`src/rtl/muldiv_unit.sv`:
```
// Iterative RV32M multiply/divide unit: radix-2 shift-add multiply and restoring
// divide, fixed XLEN+1 cycle latency behind a start/busy/done handshake.
module muldiv_unit #(
  parameter int XLEN = 32
) (
  input  logic            clk,
  input  logic            rst,
  input  logic            start,
  input  logic            flush,
  input  logic [2:0]      func3,
  input  logic [XLEN-1:0] op_a,
  input  logic [XLEN-1:0] op_b,
  output logic            busy,
  output logic            done,
  output logic [XLEN-1:0] result
);

  localparam int CW = $clog2(XLEN + 1);
  localparam logic [CW-1:0] LAST_COUNT = CW'(XLEN - 1);
  localparam logic [CW-1:0] COUNT_ONE  = {{(CW-1){1'b0}}, 1'b1};

  typedef enum logic [1:0] {
    IDLE = 2'b00,
    CALC = 2'b01,
    FIX  = 2'b10,
    DONE = 2'b11
  } state_t;

  state_t state_r, state_s;

  logic [2:0]        func_r;
  logic              sign_a_r, sign_b_r;
  logic [XLEN-1:0]   mag_a_r, mag_b_r, raw_a_r;
  logic [CW-1:0]     count_r;
  logic [2*XLEN-1:0] acc_r;
  logic [XLEN-1:0]   rem_r;
  logic [XLEN-1:0]   result_r;
  logic              busy_r, done_r;

  function automatic logic a_is_signed(input logic [2:0] f);
    case (f)
      3'b001, 3'b010, 3'b100, 3'b110: return 1'b1;
      default:                        return 1'b0;
    endcase
  endfunction

  function automatic logic b_is_signed(input logic [2:0] f);
    case (f)
      3'b001, 3'b100, 3'b110: return 1'b1;
      default:                return 1'b0;
    endcase
  endfunction

  function automatic logic [XLEN-1:0] neg_x(input logic [XLEN-1:0] v);
    return ~v + {{(XLEN-1){1'b0}}, 1'b1};
  endfunction

  function automatic logic [2*XLEN-1:0] neg_2x(input logic [2*XLEN-1:0] v);
    return ~v + {{(2*XLEN-1){1'b0}}, 1'b1};
  endfunction

  logic              accept_s;
  logic              in_sign_a_s, in_sign_b_s;
  logic [XLEN-1:0]   in_mag_a_s, in_mag_b_s;
  logic [XLEN:0]     mul_sum_s;
  logic [2*XLEN-1:0] mul_next_s;
  logic [XLEN:0]     div_shift_s, div_diff_s, div_rem_next_s;
  logic [XLEN-1:0]   div_quo_next_s;
  logic [2*XLEN-1:0] prod_s;
  logic [XLEN-1:0]   quo_s, rem_s;
  logic              div_zero_s;
  logic [XLEN-1:0]   fix_result_s;

  assign accept_s    = start && !flush && (state_r == IDLE || state_r == DONE);
  assign in_sign_a_s = a_is_signed(func3) && op_a[XLEN-1];
  assign in_sign_b_s = b_is_signed(func3) && op_b[XLEN-1];
  assign in_mag_a_s  = in_sign_a_s ? neg_x(op_a) : op_a;
  assign in_mag_b_s  = in_sign_b_s ? neg_x(op_b) : op_b;

  // Multiply keeps {partial high, unconsumed multiplier} in acc; divide keeps the
  // unconsumed dividend / growing quotient in the low half of acc.
  assign mul_sum_s      = {1'b0, acc_r[2*XLEN-1:XLEN]} + (acc_r[0] ? {1'b0, mag_a_r} : {(XLEN+1){1'b0}});
  assign mul_next_s     = {mul_sum_s, acc_r[XLEN-1:1]};
  assign div_shift_s    = {rem_r, acc_r[XLEN-1]};
  assign div_diff_s     = div_shift_s - {1'b0, mag_b_r};
  assign div_rem_next_s = div_diff_s[XLEN] ? div_shift_s : div_diff_s;
  assign div_quo_next_s = {acc_r[XLEN-2:0], ~div_diff_s[XLEN]};

  assign prod_s     = (sign_a_r ^ sign_b_r) ? neg_2x(acc_r) : acc_r;
  assign quo_s      = (sign_a_r ^ sign_b_r) ? neg_x(acc_r[XLEN-1:0]) : acc_r[XLEN-1:0];
  assign rem_s      = sign_a_r ? neg_x(rem_r) : rem_r;
  assign div_zero_s = (mag_b_r == {XLEN{1'b0}});

  // Final sign correction and divide-by-zero overrides applied in FIX
  always_comb begin
    fix_result_s = result_r;
    case (func_r)
      3'b000:                 fix_result_s = prod_s[XLEN-1:0];
      3'b001, 3'b010, 3'b011: fix_result_s = prod_s[2*XLEN-1:XLEN];
      3'b100, 3'b101:         fix_result_s = div_zero_s ? {XLEN{1'b1}} : quo_s;
      3'b110, 3'b111:         fix_result_s = div_zero_s ? raw_a_r : rem_s;
      default:                fix_result_s = result_r;
    endcase
  end

  // Next-state logic; flush wins over every transition
  always_comb begin
    state_s = state_r;
    case (state_r)
      IDLE: begin
        if (accept_s) state_s = CALC;
        else          state_s = IDLE;
      end
      CALC: begin
        if (count_r == LAST_COUNT) state_s = FIX;
        else                       state_s = CALC;
      end
      FIX:     state_s = DONE;
      DONE: begin
        if (accept_s) state_s = CALC;
        else          state_s = IDLE;
      end
      default: state_s = IDLE;
    endcase
    if (flush) begin
      state_s = IDLE;
    end else begin
      state_s = state_s;
    end
  end

  // State register and registered handshake outputs
  always_ff @(posedge clk or posedge rst) begin
    if (rst) begin
      state_r <= IDLE;
      busy_r  <= 1'b0;
      done_r  <= 1'b0;
    end else begin
      state_r <= state_s;
      busy_r  <= (state_s == CALC) || (state_s == FIX);
      done_r  <= (state_s == DONE);
    end
  end

  // Operand capture, iteration datapath and result register
  always_ff @(posedge clk or posedge rst) begin
    if (rst) begin
      func_r   <= 3'b000;
      sign_a_r <= 1'b0;
      sign_b_r <= 1'b0;
      mag_a_r  <= {XLEN{1'b0}};
      mag_b_r  <= {XLEN{1'b0}};
      raw_a_r  <= {XLEN{1'b0}};
      count_r  <= {CW{1'b0}};
      acc_r    <= {(2*XLEN){1'b0}};
      rem_r    <= {XLEN{1'b0}};
      result_r <= {XLEN{1'b0}};
    end else if (flush) begin
      count_r <= {CW{1'b0}};
    end else if (accept_s) begin
      func_r   <= func3;
      sign_a_r <= in_sign_a_s;
      sign_b_r <= in_sign_b_s;
      mag_a_r  <= in_mag_a_s;
      mag_b_r  <= in_mag_b_s;
      raw_a_r  <= op_a;
      count_r  <= {CW{1'b0}};
      rem_r    <= {XLEN{1'b0}};
      acc_r    <= func3[2] ? {{XLEN{1'b0}}, in_mag_a_s} : {{XLEN{1'b0}}, in_mag_b_s};
    end else if (state_r == CALC) begin
      count_r <= count_r + COUNT_ONE;
      if (func_r[2]) begin
        rem_r             <= div_rem_next_s[XLEN-1:0];
        acc_r[XLEN-1:0]   <= div_quo_next_s;
      end else begin
        acc_r <= mul_next_s;
      end
    end else if (state_r == FIX) begin
      result_r <= fix_result_s;
    end else begin
      result_r <= result_r;
    end
  end

  assign busy   = busy_r;
  assign done   = done_r;
  assign result = result_r;

endmodule
```
`config.mk`:
```
export PLATFORM = sky130hd
export DESIGN_NAME = muldiv_unit
export DESIGN_NICKNAME = d
export VERILOG_FILES = /design/src/rtl/muldiv_unit.sv
export SDC_FILE = /design/constraint.sdc
export NUM_CORES = 1
export LEC_CHECK = 0
export CORE_MARGIN = 5
export CORE_UTILIZATION = 55
export DETAILED_ROUTE_END_ITERATION = 10
export HOLD_SLACK_MARGIN = 0.08
export PLACE_DENSITY_LB_ADDON = 0.3
export SETUP_SLACK_MARGIN = 0.05
export SYNTH_ARGS = -nofsm -noshare
export SYNTH_HDL_FRONTEND = slang
export SYNTH_SLANG_ARGS = --single-unit
```
`constraint.sdc`:
```
create_clock -name clk -period 11.1 [get_ports clk]
set_clock_uncertainty 0.2 [all_clocks]
set_input_delay 2.775 -clock clk [delete_from_list [all_inputs] [get_ports clk]]
set_output_delay 2.775 -clock clk [all_outputs]
set_load 0.01 [all_outputs]
```
==> results.yml <==
run_status:
  status: "complete, no violations"
detailed_routing:
  post_drt_wl_per_cell_um: 23.0
  drtAntennaViolNets: 0
  num_vias: 17400
  vias_per_cell: 6.50
  drt_iter0_markers: 2109
  post-route-drc-count: 0
  dr.pass1.iters: 6
  wl_um: 61600
layout:
  drive_above_1_share_pct: 4.84
  final_common_cell: "nand2_1"
  nFillCells: 2740
  fin_nets: 2397
  seq_area_mm2: 0.00596
  final_core_util_pct: 63.2
  syn_to_final_growth_pct: 13.3
  multi_input_area_mm2: 0.0110
  most-common-layout-cells: "nand2_1, o21ai_0, dfrtp_1, nor2_1, a21oi_1"
clock_tree:
  clkSlewWorstSetupHoldPaths_ns: 0.06
  clockRootBuffer: "clkbuf_16"
  cts_buffers: 29
  cts_resized: 0
  post_cts_buffers: 0
  cts-htree-levels: 1
  cts_buffer_depth: 3
  cts_tree: "built"
  clkLatencyLatePin_ns: 0.57
  postCtsHoldBufs: 0
  cts_sinks: 238
worst_setup_path:
  criticalPathCategory: "input pin to register"
  worstSetupStartpointType: "input pin"
  rr_endpoint: "result[10]"
  critPathRequiredTime_ns: 11.40
  r2r-start: "acc_r[0]"
  worstSetupEndpointType: "register"
  critPathLaunch: "flush"
  rr_worst_depth: 11
  crit_fanout: 93
  regToRegSetupSlack_ns: 6.31
  cp_data_arrival_time_ns: 6.28
  crit_end: "acc_r[62]"
sta:
  fmax_ghz: 0.167
  hold_violations: 0
  worst_pin_slew_ns: 1.27
  setup_violations: 0
  rsz0062_at_grt: "no"
  relSlewSlack_pct: 14.9
  drv_slew: 0
  fin_crit_ns: 5.98
  setup-tns-final_ns: 0
  period_share_pct: 53.9
global_route:
  grt_max_degree: 102
  grt_usage_pct: 33.6
  grt_pass1_wl_um: 95200
  antenna_found_initial: 0
  grt_pass1_vias: 16300
  overflow: 0
placed_design:
  gp_congestion: 1.01
  numPortBuffers: 104
  dp_hpwl_um: 46500
logic_synthesis:
  synth-seq-area-share_pct: 33.8
  yosys.cell_types.count: 75
  syn-num-nets: 2352
  syn_inst: 2207
  synth.ff_latch_count: 238
  netlist.area_leader.share_pct: 33.8
  ys_async_sr_fraction_pct: 100
  yosysTopAreaCell: "dfrtp_1"
  synth_area_mm2: 0.0176
  syn_area_per_cell_um2: 7.98
  synth_flop_cell: "dfrtp_1"
  synth-edff-count: 0
  synth_area_leaders: "dfrtp_1, nand2_1, o21ai_0, xor2_1, ha_1"
  yosys_warnings: 0
power:
  irDropWorstVdd_mv: 0.141
  p_leak_nw: 8.84
  power_density_mw_per_mm2: 206
  p_total_mw: 4.11
floorplan:
  rows: 65
  io_pins: 105
  core_mm2: 0.0316
  fp.dieH_um: 189
  die_area_mm2: 0.0357
  start_util_pct: 55.8
  die_w_um: 189
hold_path:
  hold_path.class: "register to register"
job:
  maxCapViolations: 0
[final cells by class]
class	instances	share of cell area, %
clock buffer	37	4.04
tap	402	2.52
inverter	73	1.41
multi-input combinational	1782	55.0
timing repair buffer	128	6.13
sequential	238	29.9
clock inverter	15	1.02
antenna	1	0.0126
[worst max-delay path, cell delays in order]
cell and delay (ns):
clkdlybuf4s50_1 0.65, or2_4 0.58, buf_4 0.81, nand2_1 0.21
nor2_1 0.86, o21ai_0 0.21, nand2_1 0.12
[per-stage QoR]
stage,setup WS [ns],cells,hold slack [ns],cell area [um^2]
after floorplan,1.59,2207,0.237,17600
after global routing,4.84,2675,0.292,19900
after detailed placement,4.57,2623,0.256,18900
after global placement,4.64,2623,0.256,18900
final,5.12,2676,0.270,19900
after CTS,5.20,2675,0.270,19900
[registers in the layout (all words and copies together) (netlist names)]
signal,flops
rem_r,32
busy,1
acc_r,64
done,1
sign_a_r,1
result,32
count_r,6
state_r,2
mag_b_r,32
mag_a_r,32
raw_a_r,31
sign_b_r,1
func_r,3
[power by group]
group	total (mW)	leakage (nW)	internal (mW)	switching, mW
sequential	1.36	3.05	1.06	0.302
combinational	1.72	5.28	0.676	1.05
clock	1.02	0.507	0.624	0.393
[worst min path at each step]
stage / startpoint / slack (ns) / cells past startpoint / to
6_report: raw_a_r[23] / 0.27 / 2 / raw_a_r[23]
5_1_grt: raw_a_r[26] / 0.29 / 2 / raw_a_r[26]
3_3_place_gp: mag_a_r[16] / 0.26 / 2 / mag_a_r[16]
4_1_cts: raw_a_r[23] / 0.27 / 2 / raw_a_r[23]
2_1_floorplan: raw_a_r[23] / 0.24 / 2 / raw_a_r[23]
3_5_place_dp: raw_a_r[23] / 0.26 / 2 / raw_a_r[23]
[cells in the mapped netlist (17+ instances only)]
library cell	number
a211oi_1	19
a21oi_1	166
xor2_1	106
a221oi_1	18
clkbuf_1	93
nor3_1	36
nand3_1	18
nor4_1	26
nand2b_1	25
o22ai_1	17
nand2_1	366
nor2_1	169
and2_1	41
inv_1	72
xnor2_1	97
o31ai_1	29
a21o_1	25
dfrtp_1	238
ha_1	72
or3_1	20
a31oi_1	27
or4_1	18
mux2i_1	41
o21ai_0	251
[routing by layer]
metal	global-route usage (%)	up-vias	share of wire (%)	wire, um
li1	-	7954	-	-
met1	46.3	8284	41	25200
met2	52.1	987	44	26900
met3	6.75	169	10	6310
met4	14.2	0	5.2	3170
met5	0	-	0	0
[cells by family after synthesis]
logic type / share of synthesized area (%)
xor gates and xnor gates: 10.1
AOI/OAI and AO/OA: 23.4
buffers and inverters: 4.07
and+or+nand+nor: 19.9
adders and majority gates: 5.35
muxes: 3.29
DFF: 33.8
No activity file was read; power rests on OpenSTA's default activity.
